`src/rtl/bus_loader_pkg.sv`:
```
// bus_loader_pkg: shared FSM states, bus-direction and width constants for bus_loader
// Optional feature macro: BUS_LOADER_VERIFY_EN adds the VERIFY read-back state.
package bus_loader_pkg;
  localparam int ADDR_W = 16;
  localparam int DATA_W = 8;
  localparam logic RW_READ = 1'b1;
  localparam logic RW_WRITE = 1'b0;
  typedef enum logic [2:0] {
    S_IDLE,
    S_WAIT_BYTE,
    S_WRITE,
`ifdef BUS_LOADER_VERIFY_EN
    S_VERIFY,
`endif
    S_HOLD,
    S_DONE
  } state_t;
endpackage

```
`src/rtl/bus_loader_release_timer.sv`:
```
// bus_loader_release_timer: down-counter timing the CPU reset hold after a load
// Ports: clk, reset_n (sync, active-low), load (reload with DELAY), expire (last hold cycle)
module bus_loader_release_timer #(
  parameter int DELAY = 4
) (
  input  logic clk,
  input  logic reset_n,
  input  logic load,
  output logic expire
);
  logic [7:0] r_cnt;
  always_ff @(posedge clk) begin
    if (!reset_n) r_cnt <= '0;
    else if (load) r_cnt <= 8'(DELAY);
    else if (r_cnt != '0) r_cnt <= r_cnt - 8'd1;
  end
  assign expire = (r_cnt == 8'd1);
endmodule

```
`src/rtl/bus_loader.sv`:
```
// bus_loader: streams bytes into RAM over the CPU bus while holding the CPU in reset
// Inputs : clk, reset_n (sync, active-low), start, base_addr, length, in_data/in_valid, data_in
// Outputs: in_ready, addr, data_out, data_oe, RW, cpu_reset_n, busy, done, error, byte_count
// Optional feature macro: BUS_LOADER_VERIFY_EN (read back and compare every written byte)
module bus_loader
  import bus_loader_pkg::*;
#(
  parameter int RELEASE_DELAY = 4
) (
  input  logic              clk,
  input  logic              reset_n,
  input  logic              start,
  input  logic [ADDR_W-1:0] base_addr,
  input  logic [ADDR_W-1:0] length,
  input  logic [DATA_W-1:0] in_data,
  input  logic              in_valid,
  output logic              in_ready,
  output logic [ADDR_W-1:0] addr,
  output logic [DATA_W-1:0] data_out,
  output logic              data_oe,
  input  logic [DATA_W-1:0] data_in,
  output logic              RW,
  output logic              cpu_reset_n,
  output logic              busy,
  output logic              done,
  output logic              error,
  output logic [ADDR_W-1:0] byte_count
);
  state_t r_state, w_next;
  logic [ADDR_W-1:0] r_addr, r_len, r_count;
  logic [DATA_W-1:0] r_byte;
  logic w_start, w_hs, w_load, w_expire, w_addr_step;
  assign w_start = start && (r_state == S_IDLE || r_state == S_DONE);
  assign w_hs = (r_state == S_WAIT_BYTE) && in_valid;
`ifdef BUS_LOADER_VERIFY_EN
  logic r_err;
  // address advances only after the read-back, so VERIFY sees the address just written
  assign w_addr_step = (r_state == S_VERIFY);
  assign error = r_err;
`else
  logic w_last, w_unused;
  assign w_last = (r_count + 16'd1 == r_len);
  assign w_addr_step = (r_state == S_WRITE);
  assign error = 1'b0;
  assign w_unused = ^data_in;
`endif
  always_comb begin
    w_next = r_state;
    case (r_state)
      S_IDLE, S_DONE: if (start) w_next = (length == '0) ? S_HOLD : S_WAIT_BYTE;
      S_WAIT_BYTE:    if (in_valid) w_next = S_WRITE;
`ifdef BUS_LOADER_VERIFY_EN
      S_WRITE:        w_next = S_VERIFY;
      S_VERIFY:       w_next = (r_count == r_len) ? S_HOLD : S_WAIT_BYTE;
`else
      S_WRITE:        w_next = w_last ? S_HOLD : S_WAIT_BYTE;
`endif
      S_HOLD:         if (w_expire) w_next = S_DONE;
      default:        w_next = S_IDLE;
    endcase
  end
  always_ff @(posedge clk) begin
    if (!reset_n) r_state <= S_IDLE;
    else r_state <= w_next;
  end
  // timer is reloaded on the edge that enters HOLD so HOLD lasts exactly RELEASE_DELAY cycles
  assign w_load = (w_next == S_HOLD) && (r_state != S_HOLD);
  bus_loader_release_timer #(.DELAY(RELEASE_DELAY)) u_timer (
    .clk(clk),
    .reset_n(reset_n),
    .load(w_load),
    .expire(w_expire)
  );
  always_ff @(posedge clk) begin
    if (!reset_n) begin
      r_addr <= '0;
      r_len <= '0;
      r_count <= '0;
      r_byte <= '0;
    end else begin
      if (w_start) begin
        r_addr <= base_addr;
        r_len <= length;
        r_count <= '0;
      end
      if (w_hs) r_byte <= in_data;
      if (r_state == S_WRITE) r_count <= r_count + 16'd1;
      if (w_addr_step) r_addr <= r_addr + 16'd1;
    end
  end
`ifdef BUS_LOADER_VERIFY_EN
  always_ff @(posedge clk) begin
    if (!reset_n) r_err <= 1'b0;
    else if (w_start) r_err <= 1'b0;
    else if (r_state == S_VERIFY && data_in != r_byte) r_err <= 1'b1;
  end
`endif
  assign in_ready = (r_state == S_WAIT_BYTE);
  assign RW = (r_state == S_WRITE) ? RW_WRITE : RW_READ;
  assign data_oe = (r_state == S_WRITE);
  assign addr = r_addr;
  assign data_out = r_byte;
  assign busy = (r_state != S_IDLE) && (r_state != S_DONE);
  assign done = (r_state == S_DONE);
  assign cpu_reset_n = (r_state == S_DONE);
  assign byte_count = r_count;
endmodule

```
`config.mk`:
```
export PLATFORM = sky130hd
export DESIGN_NAME = bus_loader
export DESIGN_NICKNAME = d
export VERILOG_FILES = /design/src/rtl/bus_loader_pkg.sv /design/src/rtl/bus_loader_release_timer.sv /design/src/rtl/bus_loader.sv
export SDC_FILE = /design/constraint.sdc
export NUM_CORES = 1
export LEC_CHECK = 0
export ABC_AREA = 0
export BUFFER_PORTS_ARGS = -buffer_cell sky130_fd_sc_hd__buf_2
export CAP_MARGIN = 40
export CELL_PAD_IN_SITES_DETAIL_PLACEMENT = 2
export CELL_PAD_IN_SITES_GLOBAL_PLACEMENT = 2
export CORE_MARGIN = 8
export CORE_UTILIZATION = 27
export CTS_BUF_LIST = sky130_fd_sc_hd__clkbuf_8
export DETAILED_ROUTE_END_ITERATION = 7
export GPL_TIMING_DRIVEN = 0
export PLACE_DENSITY_LB_ADDON = 0.1
export SLEW_MARGIN = 0
export SYNTH_ARGS = -nofsm -noshare
export SYNTH_HDL_FRONTEND = slang
export SYNTH_HIERARCHICAL = 1
export SYNTH_SLANG_ARGS = --single-unit
```
`constraint.sdc`:
```
create_clock -name clk -period 2.9 [get_ports clk]
set_clock_uncertainty 0.15 [all_clocks]
set_input_delay 0.145 -clock clk [delete_from_list [all_inputs] [get_ports clk]]
set_output_delay 0.145 -clock clk [all_outputs]
set_load 0.02 [all_outputs]
```
Yosys cells after proc, flatten, opt, wreduce, memory -nomap -nowiden
Cells that the tools add are included.

Register bits after elaboration: 67. Latch bits: 0. Bits in writable memories: 0. Memory bits (read-only): 0. Input bits: 52. Output and inout port bits: 47. Word-level logic and storage cells: 46. Memories: 0.

Add/subtract/negate cells: 3. $mul: 0. Div/mod/pow operators: 0. Magnitude comparators: 0. Equality and inequality tests: 9. Shifts and indexed selects: 0. Muxes and demuxes: 13. Bitwise operators: 1. Reduce and logical (&&, ||, !) cells: 13.

Operator list (number): 2-to-1 mux 16 bit (4); adder 16 x 1 -> 16 bit, second input constant (2); equality test 16 bit (1); logical NOT 16 bit (1); 2-to-1 mux 3 bit (5); one-hot mux 3 bit (4 select lines) (1); equality test 3 x 2 -> 1 bit, second input constant (3); equality test 8 x 1 -> 1 bit, second input constant (1); nonzero test 8 bit (1); subtractor 8 x 1 -> 8 bit, second input constant (1); logical AND 1 bit (4); 2-to-1 mux 2 bit (2); nonzero test 2 bit (2); OR reduction 2 bit (2); equality test 3 x 1 -> 1 bit, second input constant (1); equality test 3 bit, second input constant (1); logical NOT 3 bit (1); inequality test 3 x 2 -> 1 bit, second input constant (1); inequality test 3 bit, second input constant (1); nonzero test 3 bit (1); logical OR 1 bit (1); 2-to-1 mux 1 bit (1); inverter 1 bit (1).

Logic depth before layout (Yosys ltp)
Gate-level depths: netlist of run 1.

Word-level depth: 7. Gate-level depth with buffers: 12. Depth with buffers taken out: 10.

Hierarchy
Netlist of run 1, hierarchy kept.

By module, submodules not included: bus_loader (instances 1, cells an instance 413, area each 3156.8 µm², seq. area each 1181.1 µm²); bus_loader_release_timer (instances 1, cells an instance 49, area each 432.9 µm², seq. area each 160.2 µm²).

Worst setup path after synthesis of run 1
Ideal clock, no wire load.

Path kind: register -> register. From: register r_count[0], in the netlist byte_count[0]. To: register u_timer.r_cnt[0]. Library setup time: 0.125 ns. Arrival time: 2.932 ns. Required time: 2.625 ns. Setup slack: -0.306 ns. Cell stages (with the launch flop): 13. Path buffers: 2. Period minus slack after synthesis: 3.206 ns. Cells stage by stage: dfxtp_1 -> ha_1 -> clkbuf_1 -> nand3_1 -> or3_1 -> clkbuf_1 -> nor3_1 -> xnor2_1 -> nand4_1 -> o31a_1 -> nor3_2 -> nand2b_1 -> nor3_1.

Cells in the longest elaborated chain, start to end: 7.

Ends and longest elaborated chain: start, declared (line bus_loader.sv:30) `logic [ADDR_W-1:0] r_addr, r_len, r_count;`; start signal, assigned (line bus_loader.sv:87) `if (r_state == S_WRITE) r_count <= r_count + 16'd1;`; adder 16 x 1 -> 16 bit (line bus_loader.sv:42) `assign w_last = (r_count + 16'd1 == r_len);`; equality test 16 bit (line bus_loader.sv:42); 2-to-1 mux 2 bit (line bus_loader.sv:56) `S_WRITE: w_next = w_last ? S_HOLD : S_WAIT_BYTE;`; one-hot mux 3 bit (4 select lines) (line bus_loader.sv:49) `case (r_state)`; equality test 3 x 2 -> 1 bit (line bus_loader.sv:67) `assign w_load = (w_next == S_HOLD) && (r_state != S_HOLD);`; logical AND 1 bit (line bus_loader.sv:67); via w_load (line bus_loader.sv:32) `logic w_start, w_hs, w_load, w_expire, w_addr_step;`; OR reduction 2 bit (no line); end signal, assigned (line bus_loader_release_timer.sv:14) `else if (load) r_cnt <= 8'(DELAY);`; end signal, assigned (line bus_loader_release_timer.sv:15) `else if (r_cnt != '0) r_cnt <= r_cnt - 8'd1;`; end, declared (line bus_loader_release_timer.sv:11) `logic [7:0] r_cnt;`.

The timed path passes the listed nets, and every way through them passes these cells. A chain may end at the register's enable or synchronous reset.

Worst setup path after layout of run 1
From: register r_count[0], in the netlist byte_count[0]. To: register u_timer.r_cnt[1].

The elaborated chain is that of the path after synthesis.

==> run summary, run 1 <==
SYNTHESIS
------------------------------------------------------------------------------------
Yosys reg bits                                                                    67
Sequential cell area fraction in the yosys report                              37.4%
Proportion of synthesized flip-flops having asynchronous set or reset             0%
Distinct cell type count after synthesis                                          56
Top flip-flop cell by instance count after synthesis                    sky130_fd_sc_hd__dfxtp_1
Total of warnings raised by yosys                                                  6
Synthesized net count                                                            519
Count of flip-flops with a built-in enable after synthesis                         0
Instance count of the mapped netlist                                             462
Mean area per synthesized cell                                              7.77 um2
Post-synthesis instance area                                                3590 um2

WORST SETUP PATH
------------------------------------------------------------------------------------
Master of the slowest instance on the critical path                     sky130_fd_sc_hd__or3b_1
Worst endpoint required time                                                 3000 ps
Worst-path cell chain                                                   ha_4 > buf_8 > nand3_4 > or3_4 > xnor2_2 > o211ai_1 > or3b_1 > o31a_1 > nor3_2 > nand2b_4 > a211oi_1
Launching element of the worst setup path                               byte_count[0]$_SDFFE_PN0P_
Delay of the slowest cell on the worst path                                   430 ps
Origin of the critical flop-to-flop path                                byte_count[0]$_SDFFE_PN0P_
Reg2Reg Depth                                                                     11
FF-to-FF setup slack                                                          -50 ps
Reg2reg end                                                             u_timer/r_cnt[1]$_SDFFE_PP0P_
Max FO, Critical Path                                                              7
Crit path kind                                                               reg2reg
Startpoint class of the critical path                                           flop
Crit path capture type                                                          flop
Data arrival time at the worst-slack endpoint                                3060 ps
Last element of the critical path                                       u_timer/r_cnt[1]$_SDFFE_PP0P_

PLACE
------------------------------------------------------------------------------------
DPL Wire Length                                                             10900 um
Worst slack after detailed placement                                         -433 ps
GP Congestion                                                                  0.771
Total of buffers placed on input and output ports                                 89
Area post-placement                                                         4280 um2

FINISH
------------------------------------------------------------------------------------
Growth of design area from synthesis to finish                                 43.4%
Fraction of final layout cells sized beyond drive strength 1                   27.3%
Fin util                                                                       39.2%
Final layout net count                                                           674
Commonest cells after routing, fill and taps aside                      92 x sky130_fd_sc_hd__buf_2, 64 x sky130_fd_sc_hd__nand2_1, 56 x sky130_fd_sc_hd__dfxtp_1, 47 x sky130_fd_sc_hd__nor2_1, 44 x sky130_fd_sc_hd__a21oi_1
Number of antenna repair diodes                                                    0
Final cell area excluding filler cells                                      5150 um2
Most common cell after layout, fill and taps aside                      sky130_fd_sc_hd__buf_2

POWER AND IR DROP
------------------------------------------------------------------------------------
Leakage power total                                                          2.09 nW
Combinational Power Share                                                      29.9%
Pwr per Cell Area                                                         533 nW/um2
Power dissipated by switching net loads                                     0.977 mW
Internal cell power                                                          1.77 mW
Clock network power share                                                      28.7%
Flop pwr share                                                                 41.5%
Switching power share of the total                                             35.6%
Largest voltage drop on the vdd net                                           209 uV

TIMING
------------------------------------------------------------------------------------
Crit path time final                                                         2950 ps
Final-layout worst hold slack                                                40.4 ps
Part of the cycle the worst path needs                                          102%
Final setup violation count                                                        7
RSZ-0062 raised after global routing                                             yes
Max Clk Rate                                                                 339 MHz
Headroom to the max-slew limit                                                 49.4%
Setup TNS after final layout                                                 -300 ps
Hold violation total from the final report                                         0
Worst slew pin tran                                                           752 ps
Final setup margin                                                          -53.4 ps
Fin. max-slew vios                                                                 0

CLOCKING
------------------------------------------------------------------------------------
CTS clk-pin slew, worst paths                                                  80 ps
Skew-Pair Late Insertion Delay                                                360 ps
Clock tree from TritonCTS                                                       done
Clock root buffer                                                       sky130_fd_sc_hd__clkbuf_8
Inserted Clock Buffers                                                             9
CTS HTree Levels                                                                   3
Maximum clock insertion buffer count                                               2
Sink count of the clock tree                                                      67

ROUTING
------------------------------------------------------------------------------------
First-pass iteration count of the detailed router                                  6
Vias after detailed routing                                                     4034
DRT Wirelength                                                              15600 um
Antenna Violating Nets Remaining                                                   0
WL/cell                                                                      19.6 um
Via count normalized by instance count                                          5.07
Detailed Route Iter0 Violations                                                  138
# DRC                                                                              0

GLOBAL ROUTE
------------------------------------------------------------------------------------
Number of global-route vias before repair                                       4396
Maximum number of pins on one net before global-route repair                      11
Grt total ovfl                                                                     0
Wire length of the first global-routing pass                                24800 um
Number of antenna violations at the first check in global routing                  0
Global Route Usage Sum                                                         18.0%

FLOORPLANNING
------------------------------------------------------------------------------------
Core Region                                                                13100 um2
DIE AREA                                                                   17200 um2
Die extent in x                                                               131 um
Height of the die                                                             131 um
Number of I/O pins                                                                99
Initial standard-cell utilization of the core                                  27.3%
Std cell rows                                                                     42

HOLD PATH
------------------------------------------------------------------------------------
Worst min-delay path class                                                    in2reg

RUN
------------------------------------------------------------------------------------
Max-cap violation count                                                            0

RUN STATUS
------------------------------------------------------------------------------------
Status                                                                  complete, but fails checks
Failing checks                                                          negative setup slack

registers in the layout (all words and copies together) (netlist names):
register / flops
addr: 16
byte_count: 16
data_out: 8
r_len: 16
r_state: 3
u_timer/r_cnt: 8
power by group through the flow:
stage,combinational [mW],clock [mW],sequential (mW)
after floorplan,0.467,0,1.15
after global placement,0.691,0,1.15
after detailed placement,0.715,0,1.16
after CTS,0.775,0.807,1.14
after global routing,0.905,0.853,1.16
final,0.819,0.786,1.14
cell families (layout without fill, tap and decap cells):
logic type	count (synthesis)	in the layout	share of synthesized area (%)
AND/OR/NAND/NOR	198	198	27.4
other	1	1	0.104
multiplexers	9	9	2.51
adder cells (fa/ha/maj)	5	5	1.74
XOR/XNOR	24	24	5.86
buffers and inverters	44	202	5.05
AO/OA/AOI/OAI	114	114	19.9
flip-flops	67	67	37.4
worst min-delay path by stage:
stage	startpoint	endpoint	slack, ps	cells past startpoint
final	base_addr[15]	addr[15]$_SDFFE_PN0P_	40	4
after global routing	base_addr[15]	addr[15]$_SDFFE_PN0P_	70	4
after CTS	reset_n	u_timer/r_cnt[2]$_SDFFE_PN0P_	-90	2
after detailed placement	in_data[5]	data_out[5]$_SDFFE_PN0P_	240	3
after global placement	in_data[2]	data_out[2]$_SDFFE_PN0P_	230	3
after floorplan	reset_n	u_timer/r_cnt[2]$_SDFFE_PN0P_	120	1
area by class of cell:
| type | instances | area, um2 |
|---|---|---|
| Clock buffer | 10 | 138 |
| Timing Repair Buffer | 147 | 985 |
| Sequential cell | 67 | 1370 |
| Clock inverter | 4 | 43.8 |
| Tap cell | 176 | 220 |
| Buffer | 28 | 156 |
| Fill cell | 1542 | 7990 |
| Inverter | 13 | 48.8 |
| Multi-Input combinational cell | 351 | 2190 |
critical path: cells and delay by family, from the launching register on:
kind	cells	cell delay [ps]
buf+inv	1	110
simple gates	5	1390
flops	1	370
fa+ha+maj	1	140
compound gates	3	500
xor+xnor	1	170
layer usage:
layer  share of wire [%]  vias up  wire [um]  track usage (%)
li1                    -     1962          -                -
met4                 1.2        0        189             5.68
met5                   0        -          0                0
met2                  49       80       7580             30.4
met1                  46     1978       7180             21.9
met3                 4.1       14        632             4.31
synth_stat cells, types with 2 or more instances:
library cell,number,share of area [%]
sky130_fd_sc_hd__ha_1,5,1.7
sky130_fd_sc_hd__or3_1,4,0.70
sky130_fd_sc_hd__nor3b_1,2,0.42
sky130_fd_sc_hd__a31oi_1,5,0.87
sky130_fd_sc_hd__mux2i_1,9,2.5
sky130_fd_sc_hd__nor2_1,47,4.9
sky130_fd_sc_hd__o41ai_1,2,0.49
sky130_fd_sc_hd__inv_1,13,1.4
sky130_fd_sc_hd__buf_2,3,0.42
sky130_fd_sc_hd__nand2b_1,2,0.35
sky130_fd_sc_hd__o211ai_1,2,0.42
sky130_fd_sc_hd__dfxtp_1,67,37
sky130_fd_sc_hd__nor4_1,11,1.9
sky130_fd_sc_hd__a21oi_1,46,6.4
sky130_fd_sc_hd__xor2_1,6,1.5
sky130_fd_sc_hd__clkbuf_1,24,2.5
sky130_fd_sc_hd__a22oi_1,4,0.84
sky130_fd_sc_hd__a311oi_1,11,2.7
sky130_fd_sc_hd__and2_1,5,0.87
sky130_fd_sc_hd__buf_4,3,0.63
sky130_fd_sc_hd__o21ai_0,22,3.1
sky130_fd_sc_hd__a211oi_1,7,1.5
sky130_fd_sc_hd__a221oi_1,2,0.49
sky130_fd_sc_hd__o31ai_1,2,0.42
sky130_fd_sc_hd__nor3_1,15,2.1
sky130_fd_sc_hd__nand2_1,65,6.8
sky130_fd_sc_hd__xnor2_1,18,4.4
sky130_fd_sc_hd__and3_1,7,1.2
sky130_fd_sc_hd__nand4_1,6,1.0
sky130_fd_sc_hd__nand3_1,11,1.5
sky130_fd_sc_hd__or4_1,3,0.63
sky130_fd_sc_hd__o221ai_1,2,0.49
sky130_fd_sc_hd__nor2b_1,6,1.0
sky130_fd_sc_hd__o31a_1,3,0.73
metrics by stage:
step	power, mW	instances
floorplan	1.61	462
global placement	1.84	727
detailed placement	1.87	728
CTS	2.72	786
global route	2.92	796
finish	2.74	796
timing repair:
action,CTS,global route
hold buffers,39,1
setup endpoints to repair,12,11
setup buffers,7,10
cloned,0,0
endpoints found under the hold margin,46,1
resized for setup,27,19
pin swaps,4,16
No activity file was read; power rests on OpenSTA's default activity.
==> inputs of run 2 (changes only) <==
--- a/config.mk
+++ b/config.mk
@@ -16,6 +16,7 @@
 export DETAILED_ROUTE_END_ITERATION = 7
 export GPL_TIMING_DRIVEN = 0
 export PLACE_DENSITY_LB_ADDON = 0.1
+export RECOVER_POWER = 100
 export SLEW_MARGIN = 0
 export SYNTH_ARGS = -nofsm -noshare
 export SYNTH_HDL_FRONTEND = slang
==> run 2 against run 1 <==
The run still ends with negative setup slack left; core utilization is 0.48 points lower; first-iteration DRC count is 11% higher; highest routed layer unchanged; global-route usage stayed put; register-to-register slack hardly changed; die area stayed put; cell count stayed put; sequential share of layout area is 0.33 points higher; power is 0.59% lower; wire length is 0.12% lower; critical path depth stayed put.
==> run summary, run 2 (same netlist as run 1, synthesis figures left out) <==
WORST SETUP PATH
--------------------------------------------------------------------------------
Worst-path cell chain                                               ha_4 > buf_8 > nand3_4 > or3_4 > xnor2_2 > o211ai_1 > or3b_1 > o31a_1 > nor3_2 > nand2b_4 > a211oi_1
Startpoint class of the critical path                                       flop
Top cell family by delay on the critical path                       simple AND/OR/NAND/NOR gates
Master of the slowest instance on the critical path                 sky130_fd_sc_hd__or3b_1
Max FO, Critical Path                                                          7   unchanged
Reg2reg end                                                         u_timer/r_cnt[1]$_SDFFE_PP0P_
Reg2Reg Depth                                                                 11   unchanged
FF-to-FF setup slack                                                      -60 ps   about the same
Data arrival time at the worst-slack endpoint                            3060 ps   about the same
Buffers & Inverters on Critical Path                                           1   unchanged
Delay of the slowest cell on the worst path                               430 ps   about the same
Origin of the critical flop-to-flop path                            byte_count[0]$_SDFFE_PN0P_
Crit path capture type                                                      flop
Worst endpoint required time                                             3000 ps   about the same
Crit path kind                                                           reg2reg

GLOBAL ROUTE
--------------------------------------------------------------------------------
Wire length of the first global-routing pass                            24800 um   unchanged
Maximum number of pins on one net before global-route repair                  11   unchanged
Global Route Usage Sum                                                     18.0%   unchanged
Number of antenna violations at the first check in global routing              0   unchanged
Grt total ovfl                                                                 0   unchanged
Number of global-route vias before repair                                   4396   unchanged

HOLD PATH
--------------------------------------------------------------------------------
Hold path endpoint                                                  addr[15]$_SDFFE_PN0P_
Hold Path Origin                                                    base_addr[15]
Hold depth                                                                     4   unchanged
Worst min-delay path class                                                in2reg

ROUTING
--------------------------------------------------------------------------------
Via count normalized by instance count                                      5.07   +0.12%
# DRC                                                                          0   unchanged
First-pass iteration count of the detailed router                              6   unchanged
Antenna Violating Nets Remaining                                               0   unchanged
Vias after detailed routing                                                 4039   +0.12%
Detailed Route Iter0 Violations                                              153   +11%
DRT Wirelength                                                          15600 um   -0.12%
WL/cell                                                                  19.6 um   -0.12%

FINISH
--------------------------------------------------------------------------------
Final layout net count                                                       674   unchanged
Number of antenna repair diodes                                                0   unchanged
Final cell area excluding filler cells                                  5080 um2   -1.2%
Fraction of final layout cells sized beyond drive strength 1               20.3%   -6.9 points
Most common cell after layout, fill and taps aside                  sky130_fd_sc_hd__nand2_1
Commonest cells after routing, fill and taps aside                  65 x sky130_fd_sc_hd__nand2_1, 58 x sky130_fd_sc_hd__clkbuf_1, 56 x sky130_fd_sc_hd__dfxtp_1, 52 x sky130_fd_sc_hd__buf_2, 47 x sky130_fd_sc_hd__nor2_1
Non-filler cells, final                                                      796   unchanged
Filler instances                                                            1562   +1.3%
Growth of design area from synthesis to finish                             41.7%

POWER AND IR DROP
--------------------------------------------------------------------------------
Power dissipated by switching net loads                                 0.973 mW   -0.37%
Flop pwr share                                                             41.7%   +0.2 points
Clock network power share                                                  28.8%   about the same
Largest voltage drop on the vdd net                                       222 uV   +6.5%
Internal cell power                                                      1.75 mW   -0.71%
Combinational Power Share                                                  29.5%   -0.4 points
Switching power share of the total                                         35.7%   +0.078 points
Pwr per Cell Area                                                     536 nW/um2   +0.64%
Leakage power total                                                      1.92 nW   -8.2%

TIMING
--------------------------------------------------------------------------------
Worst slew pin tran                                                       750 ps   -2.02 ps
RSZ-0062 raised after global routing                                         yes
Final setup margin                                                      -60.9 ps   -7.46 ps
Max Clk Rate                                                             338 MHz   -0.25%
Hold violation total from the final report                                     0   unchanged
Part of the cycle the worst path needs                                      102%   +0.26 points
Headroom to the max-slew limit                                             49.6%   +0.14 points
Final-layout worst hold slack                                            38.2 ps   -2.17 ps
Final setup violation count                                                    7   unchanged
Fin. max-slew vios                                                             0   unchanged
Setup TNS after final layout                                             -347 ps   -46.7 ps
Crit path time final                                                     2960 ps   +7.46 ps

FLOORPLANNING
--------------------------------------------------------------------------------
Std cell rows                                                                 42   unchanged
Height of the die                                                         131 um   unchanged
Die extent in x                                                           131 um   unchanged
Core Region                                                            13100 um2   unchanged
DIE AREA                                                               17200 um2   unchanged
Initial standard-cell utilization of the core                              27.3%   unchanged
Number of I/O pins                                                            99   unchanged

RUN STATUS
--------------------------------------------------------------------------------
Failing checks                                                      negative setup slack
Status                                                              complete, but fails checks

CLOCKING
--------------------------------------------------------------------------------
Maximum clock insertion buffer count                                           2   unchanged
CTS HTree Levels                                                               3   unchanged
CTS clk-pin slew, worst paths                                              80 ps   about the same
Clock tree from TritonCTS                                                   done
Clock root buffer                                                   sky130_fd_sc_hd__clkbuf_8
Inserted Clock Buffers                                                         9   unchanged
Skew-Pair Late Insertion Delay                                            360 ps   about the same
Sink count of the clock tree                                                  67   unchanged

PLACE
--------------------------------------------------------------------------------
DP Cell Count                                                                728   unchanged
Worst slack after detailed placement                                     -433 ps   unchanged
Total of buffers placed on input and output ports                             89   unchanged
GP Congestion                                                              0.771   unchanged
Area post-placement                                                     4280 um2   unchanged
DPL Wire Length                                                         10900 um   unchanged

RUN
--------------------------------------------------------------------------------
Max-cap violation count                                                        0   unchanged

-- run 2: changes by cell type in the layout (fill, tap and decap cells not counted) --
cell / before / now
sky130_fd_sc_hd__nand2_2: 1 / 0
sky130_fd_sc_hd__and2_0: 0 / 4
sky130_fd_sc_hd__and2_1: 5 / 1
sky130_fd_sc_hd__buf_2: 92 / 52
sky130_fd_sc_hd__buf_4: 19 / 18
sky130_fd_sc_hd__nand2_1: 64 / 65
sky130_fd_sc_hd__clkbuf_1: 17 / 58
sky130_fd_sc_hd__nor4b_2: 1 / 0
sky130_fd_sc_hd__nor4b_1: 0 / 1
-- run 2: worst max-delay path by stage --
stage                                               end                        from  cells after the start  slack [ps]
after floorplan           u_timer/r_cnt[3]$_SDFFE_PP0P_  byte_count[2]$_SDFFE_PN0P_                     11         0.7
after global placement    u_timer/r_cnt[4]$_SDFFE_PP0P_  byte_count[0]$_SDFFE_PN0P_                     12        -390
after detailed placement  u_timer/r_cnt[4]$_SDFFE_PP0P_  byte_count[0]$_SDFFE_PN0P_                     12        -430
after CTS                 u_timer/r_cnt[4]$_SDFFE_PP0P_  byte_count[0]$_SDFFE_PN0P_                     11          -1
after global routing      u_timer/r_cnt[1]$_SDFFE_PP0P_  byte_count[1]$_SDFFE_PN0P_                     11        -170
final                     u_timer/r_cnt[1]$_SDFFE_PP0P_  byte_count[0]$_SDFFE_PN0P_                     11         -60
-- run 2: worst reg2reg max path, delay by kind of cell (launching register included) --
kind | cells | cell delay (ps)
and+or+nand+nor | 5 | 1400
xor gates and xnor gates | 1 | 170
AOI/OAI and AO/OA | 3 | 510
adders and majority gates | 1 | 140
DFF | 1 | 370
buffers and inverters | 1 | 110
-- run 2: final cells by class --
| cell class | instances | area [um2] | share of cell area [%] |
|---|---|---|---|
| clock buffers | 10 | 138 | 2.71 |
| inverters | 13 | 48.8 | 0.960 |
| repair buffers | 147 | 932 | 18.3 |
| well taps | 176 | 220 | 4.33 |
| clock inverters | 4 | 43.8 | 0.861 |
| plain buffers | 28 | 155 | 3.05 |
| flip-flops and latches | 67 | 1370 | 26.9 |
| multi-input cells | 351 | 2180 | 42.9 |
-- run 2: power by group through the flow --
stage          clock network [mW]  logic [mW]  registers (mW)
2_1_floorplan                   0       0.467            1.15
3_3_place_gp                    0       0.691            1.15
3_5_place_dp                    0       0.715            1.16
4_1_cts                     0.807       0.775            1.14
5_1_grt                     0.853       0.889            1.16
6_report                    0.786       0.805            1.14
-- run 2: routing by layer --
layer  GRT usage [%]  vias up  wire [um]
met5               0        -          0
met4            5.68        0        196
met3            4.31       15        663
met2            30.4       83       7550
met1            21.9     1980       7150
li1                -     1961          -
-- run 2: per-stage QoR --
stage | power, mW | util (%)
final | 2.73 | 38.7
after floorplan | 1.61 | -
after CTS | 2.72 | 38.0
after detailed placement | 1.87 | 32.6
after global placement | 1.84 | 32.5
after global routing | 2.90 | 38.7
-- run 2: timing repair --
item | CTS | global route
endpoints found under the setup margin | 12 | 11
gates resized for setup | 27 | 19
buffers inserted | 7 | 10
hold buffers | 39 | 1
hold endpoints to repair | 46 | 1
pin swaps | 4 | 16
==> inputs of run 3 (changes only) <==
--- a/config.mk
+++ b/config.mk
@@ -11,7 +11,7 @@
 export CELL_PAD_IN_SITES_DETAIL_PLACEMENT = 2
 export CELL_PAD_IN_SITES_GLOBAL_PLACEMENT = 2
 export CORE_MARGIN = 8
-export CORE_UTILIZATION = 27
+export CORE_UTILIZATION = 30
 export CTS_BUF_LIST = sky130_fd_sc_hd__clkbuf_8
 export DETAILED_ROUTE_END_ITERATION = 7
 export GPL_TIMING_DRIVEN = 0
==> constraint.sdc (replaced) <==
create_clock -name clk -period 2.81 [get_ports clk]
set_clock_uncertainty 0.15 [all_clocks]
set_input_delay 0.1405 -clock clk [delete_from_list [all_inputs] [get_ports clk]]
set_output_delay 0.1405 -clock clk [all_outputs]
set_load 0.02 [all_outputs]
==> run 3 against run 2 <==
The run ends with negative hold slack left; power is 5.3% higher; largest power group unchanged; sequential share of layout area fell by 0.48 points; flip-flop and latch count unchanged; cell count fell by 2.4%; critical path depth is 1 higher; first-iteration DRC count is 27% lower; combinational power up 5.5%; count of clock-buffer cells in the layout rose by 1; core utilization rose by 5.0 points; maximum frequency grew 7.4%.
==> run summary, run 3 (same netlist as run 1, synthesis figures left out) <==
ROUTING
--------------------------------------------------------------------------------
Via count normalized by instance count                                      5.34   +5.3%
Vias after detailed routing                                                 4153   +2.8%
# DRC                                                                          0   unchanged
First-pass iteration count of the detailed router                              4   -2
Antenna Violating Nets Remaining                                               0   unchanged
DRT Wirelength                                                          16200 um   +3.9%
WL/cell                                                                  20.8 um   +6.4%
Detailed Route Iter0 Violations                                              111   -27%

FLOORPLANNING
--------------------------------------------------------------------------------
Height of the die                                                         125 um   -4.5%
Initial standard-cell utilization of the core                              30.3%   +2.9 points
DIE AREA                                                               15700 um2   -8.8%
Die extent in x                                                           125 um   -4.5%
Number of I/O pins                                                            99   unchanged
Core Region                                                            11900 um2   -9.7%
Std cell rows                                                                 40   -4.8%

RUN STATUS
--------------------------------------------------------------------------------
Status                                                              complete, but fails checks
Failing checks                                                      negative hold slack

CLOCKING
--------------------------------------------------------------------------------
Skew-Pair Late Insertion Delay                                            360 ps   about the same
Clock root buffer                                                   sky130_fd_sc_hd__clkbuf_8
Clock tree from TritonCTS                                                   done
Sink count of the clock tree                                                  67   unchanged
CTS clk-pin slew, worst paths                                              70 ps   about the same
Inserted Clock Buffers                                                         9   unchanged
CTS HTree Levels                                                               3   unchanged
Maximum clock insertion buffer count                                           2   unchanged
Hold-fix buffers at CTS                                                       41   +5.1%

POWER AND IR DROP
--------------------------------------------------------------------------------
Leakage power total                                                      2.01 nW   +4.6%
Final Power                                                              2.87 mW   +5.3%
Largest voltage drop on the vdd net                                       295 uV   +33%
Pwr per Cell Area                                                     554 nW/um2   +3.3%

FINISH
--------------------------------------------------------------------------------
Growth of design area from synthesis to finish                             44.4%
Final layout net count                                                       681   +1.0%
Final cell area excluding filler cells                                  5180 um2   +1.9%
Most common cell after layout, fill and taps aside                  sky130_fd_sc_hd__nand2_1
Fraction of final layout cells sized beyond drive strength 1               22.9%   +2.6 points
Commonest cells after routing, fill and taps aside                  64 x sky130_fd_sc_hd__nand2_1, 56 x sky130_fd_sc_hd__buf_2, 55 x sky130_fd_sc_hd__dfxtp_1, 50 x sky130_fd_sc_hd__clkbuf_1, 47 x sky130_fd_sc_hd__nor2_1

WORST SETUP PATH
--------------------------------------------------------------------------------
Data arrival time at the worst-slack endpoint                            2860 ps   -200 ps
Worst endpoint required time                                             2920 ps   -80 ps
Crit path kind                                                           reg2reg
Master of the slowest instance on the critical path                 sky130_fd_sc_hd__or3_2
Startpoint class of the critical path                                       flop
Worst-path cell chain                                               ha_4 > clkbuf_8 > nand3_4 > buf_4 > or3_2 > a211o_1 > nand4_1 > o31a_1 > nor3_4 > buf_4 > buf_4 > o31a_1
FF-to-FF setup slack                                                       50 ps   +110 ps
Crit path capture type                                                      flop
Max FO, Critical Path                                                          4   -3
Cell occurring most often along the worst timing path               sky130_fd_sc_hd__buf_4
Delay of the slowest cell on the worst path                               460 ps   +30 ps

GLOBAL ROUTE
--------------------------------------------------------------------------------
Wire length of the first global-routing pass                            25700 um   +3.7%
Grt total ovfl                                                                 0   unchanged
Global Route Usage Sum                                                     20.6%   +2.6 points
Global routing met2 resource utilization                                   37.2%   +6.8 points
Fraction of met1 tracks used by global routing                             22.6%   +0.65 points
Busiest metal layer after global routing                                    met2
Number of global-route vias before repair                                   4748   +8.0%
Number of antenna violations at the first check in global routing              1   +1
Maximum number of pins on one net before global-route repair                  12   +1
Global routing usage on met3                                               5.99%   +1.7 points

TIMING
--------------------------------------------------------------------------------
Fin. max-slew vios                                                             0   unchanged
Max Clk Rate                                                             363 MHz   +7.4%
Worst slew pin tran                                                       794 ps   +44.4 ps
Final-layout worst hold slack                                           -76.2 ps   -114 ps
Final setup violation count                                                    0   -7
Crit path time final                                                     2760 ps   -204 ps
Part of the cycle the worst path needs                                     98.1%   -4.0 points
RSZ-0062 raised after global routing                                         yes
Hold violation total from the final report                                     3   +3
Headroom to the max-slew limit                                             47.1%   -2.5 points

PLACE
--------------------------------------------------------------------------------
Area post-placement                                                     4280 um2   about the same
GP Congestion                                                              0.805   +4.4%
DPL Wire Length                                                         10900 um   about the same
Total of buffers placed on input and output ports                             89   unchanged

RUN
--------------------------------------------------------------------------------
Max-cap violation count                                                        0   unchanged

HOLD PATH
--------------------------------------------------------------------------------
Worst min-delay path class                                                in2reg

-- run 3: cell types whose count changed in the layout (fill, tap and decap cells not counted), moves of 2 or more --
cell / before / now
sky130_fd_sc_hd__clkbuf_1: 58 / 50
sky130_fd_sc_hd__buf_4: 18 / 25
sky130_fd_sc_hd__and2_0: 4 / 0
sky130_fd_sc_hd__and2_1: 1 / 5
sky130_fd_sc_hd__buf_2: 52 / 56
sky130_fd_sc_hd__clkbuf_8: 10 / 14
sky130_fd_sc_hd__inv_1: 14 / 16
sky130_fd_sc_hd__nor3_2: 4 / 2
-- run 3: worst paths after layout --
path                                    from  depth (start not counted)                       endpoint
setup / recovery  byte_count[0]$_SDFFE_PN0P_                         12  u_timer/r_cnt[2]$_SDFFE_PN0P_
hold / removal                       reset_n                          2  u_timer/r_cnt[2]$_SDFFE_PN0P_
setup reg to reg  byte_count[0]$_SDFFE_PN0P_                         12  u_timer/r_cnt[2]$_SDFFE_PN0P_
hold reg to reg       r_len[12]$_SDFFE_PN0P_                          2         r_len[12]$_SDFFE_PN0P_
-- run 3: layout make-up --
cell class / instances / area, um2
clock inverters: 5 / 46.3
plain buffers: 26 / 159
repair buffers: 156 / 1020
flip-flops and latches: 67 / 1370
clock buffers: 11 / 151
inverters: 13 / 48.8
diodes: 1 / 2.50
multi-input cells: 351 / 2200
well taps: 147 / 184
fillers: 1387 / 6680
-- run 3: routing by layer --
layer,vias to the layer above,wire (um)
li1,1978,-
met2,92,8390
met5,-,0
met3,20,823
met4,0,284
met1,2063,6670
-- run 3: what timing repair did --
action	CTS	global route
endpoints found under the hold margin	48	5
resized for setup	33	15
setup buffers	16	9
pin swaps	12	13
setup endpoints to repair	16	13
-- run 3: metrics by stage --
stage	instances	setup slack [ps]	TNS, ps	utilization (%)
floorplan	462	51.1	0	-
global placement	698	-260	-2010	36.0
detailed placement	699	-300	-2450	36.0
CTS	772	-100	-647	43.3
global route	777	-89.0	-622	43.7
finish	777	53.2	0	43.7
-- run 3: report_power, final --
group / switching [mW] / internal (mW) / leakage [nW]
combinational: 0.485 / 0.364 / 1.34
clock: 0.396 / 0.448 / 0.113
sequential: 0.133 / 1.04 / 0.555
-- run 3: critical path: cells and delay by family (launching register included) --
family | cells | cell delay, ps
adders and majority gates | 1 | 130
buffers and inverters | 4 | 540
AOI/OAI and AO/OA | 3 | 760
DFF | 1 | 380
and+or+nand+nor | 4 | 680
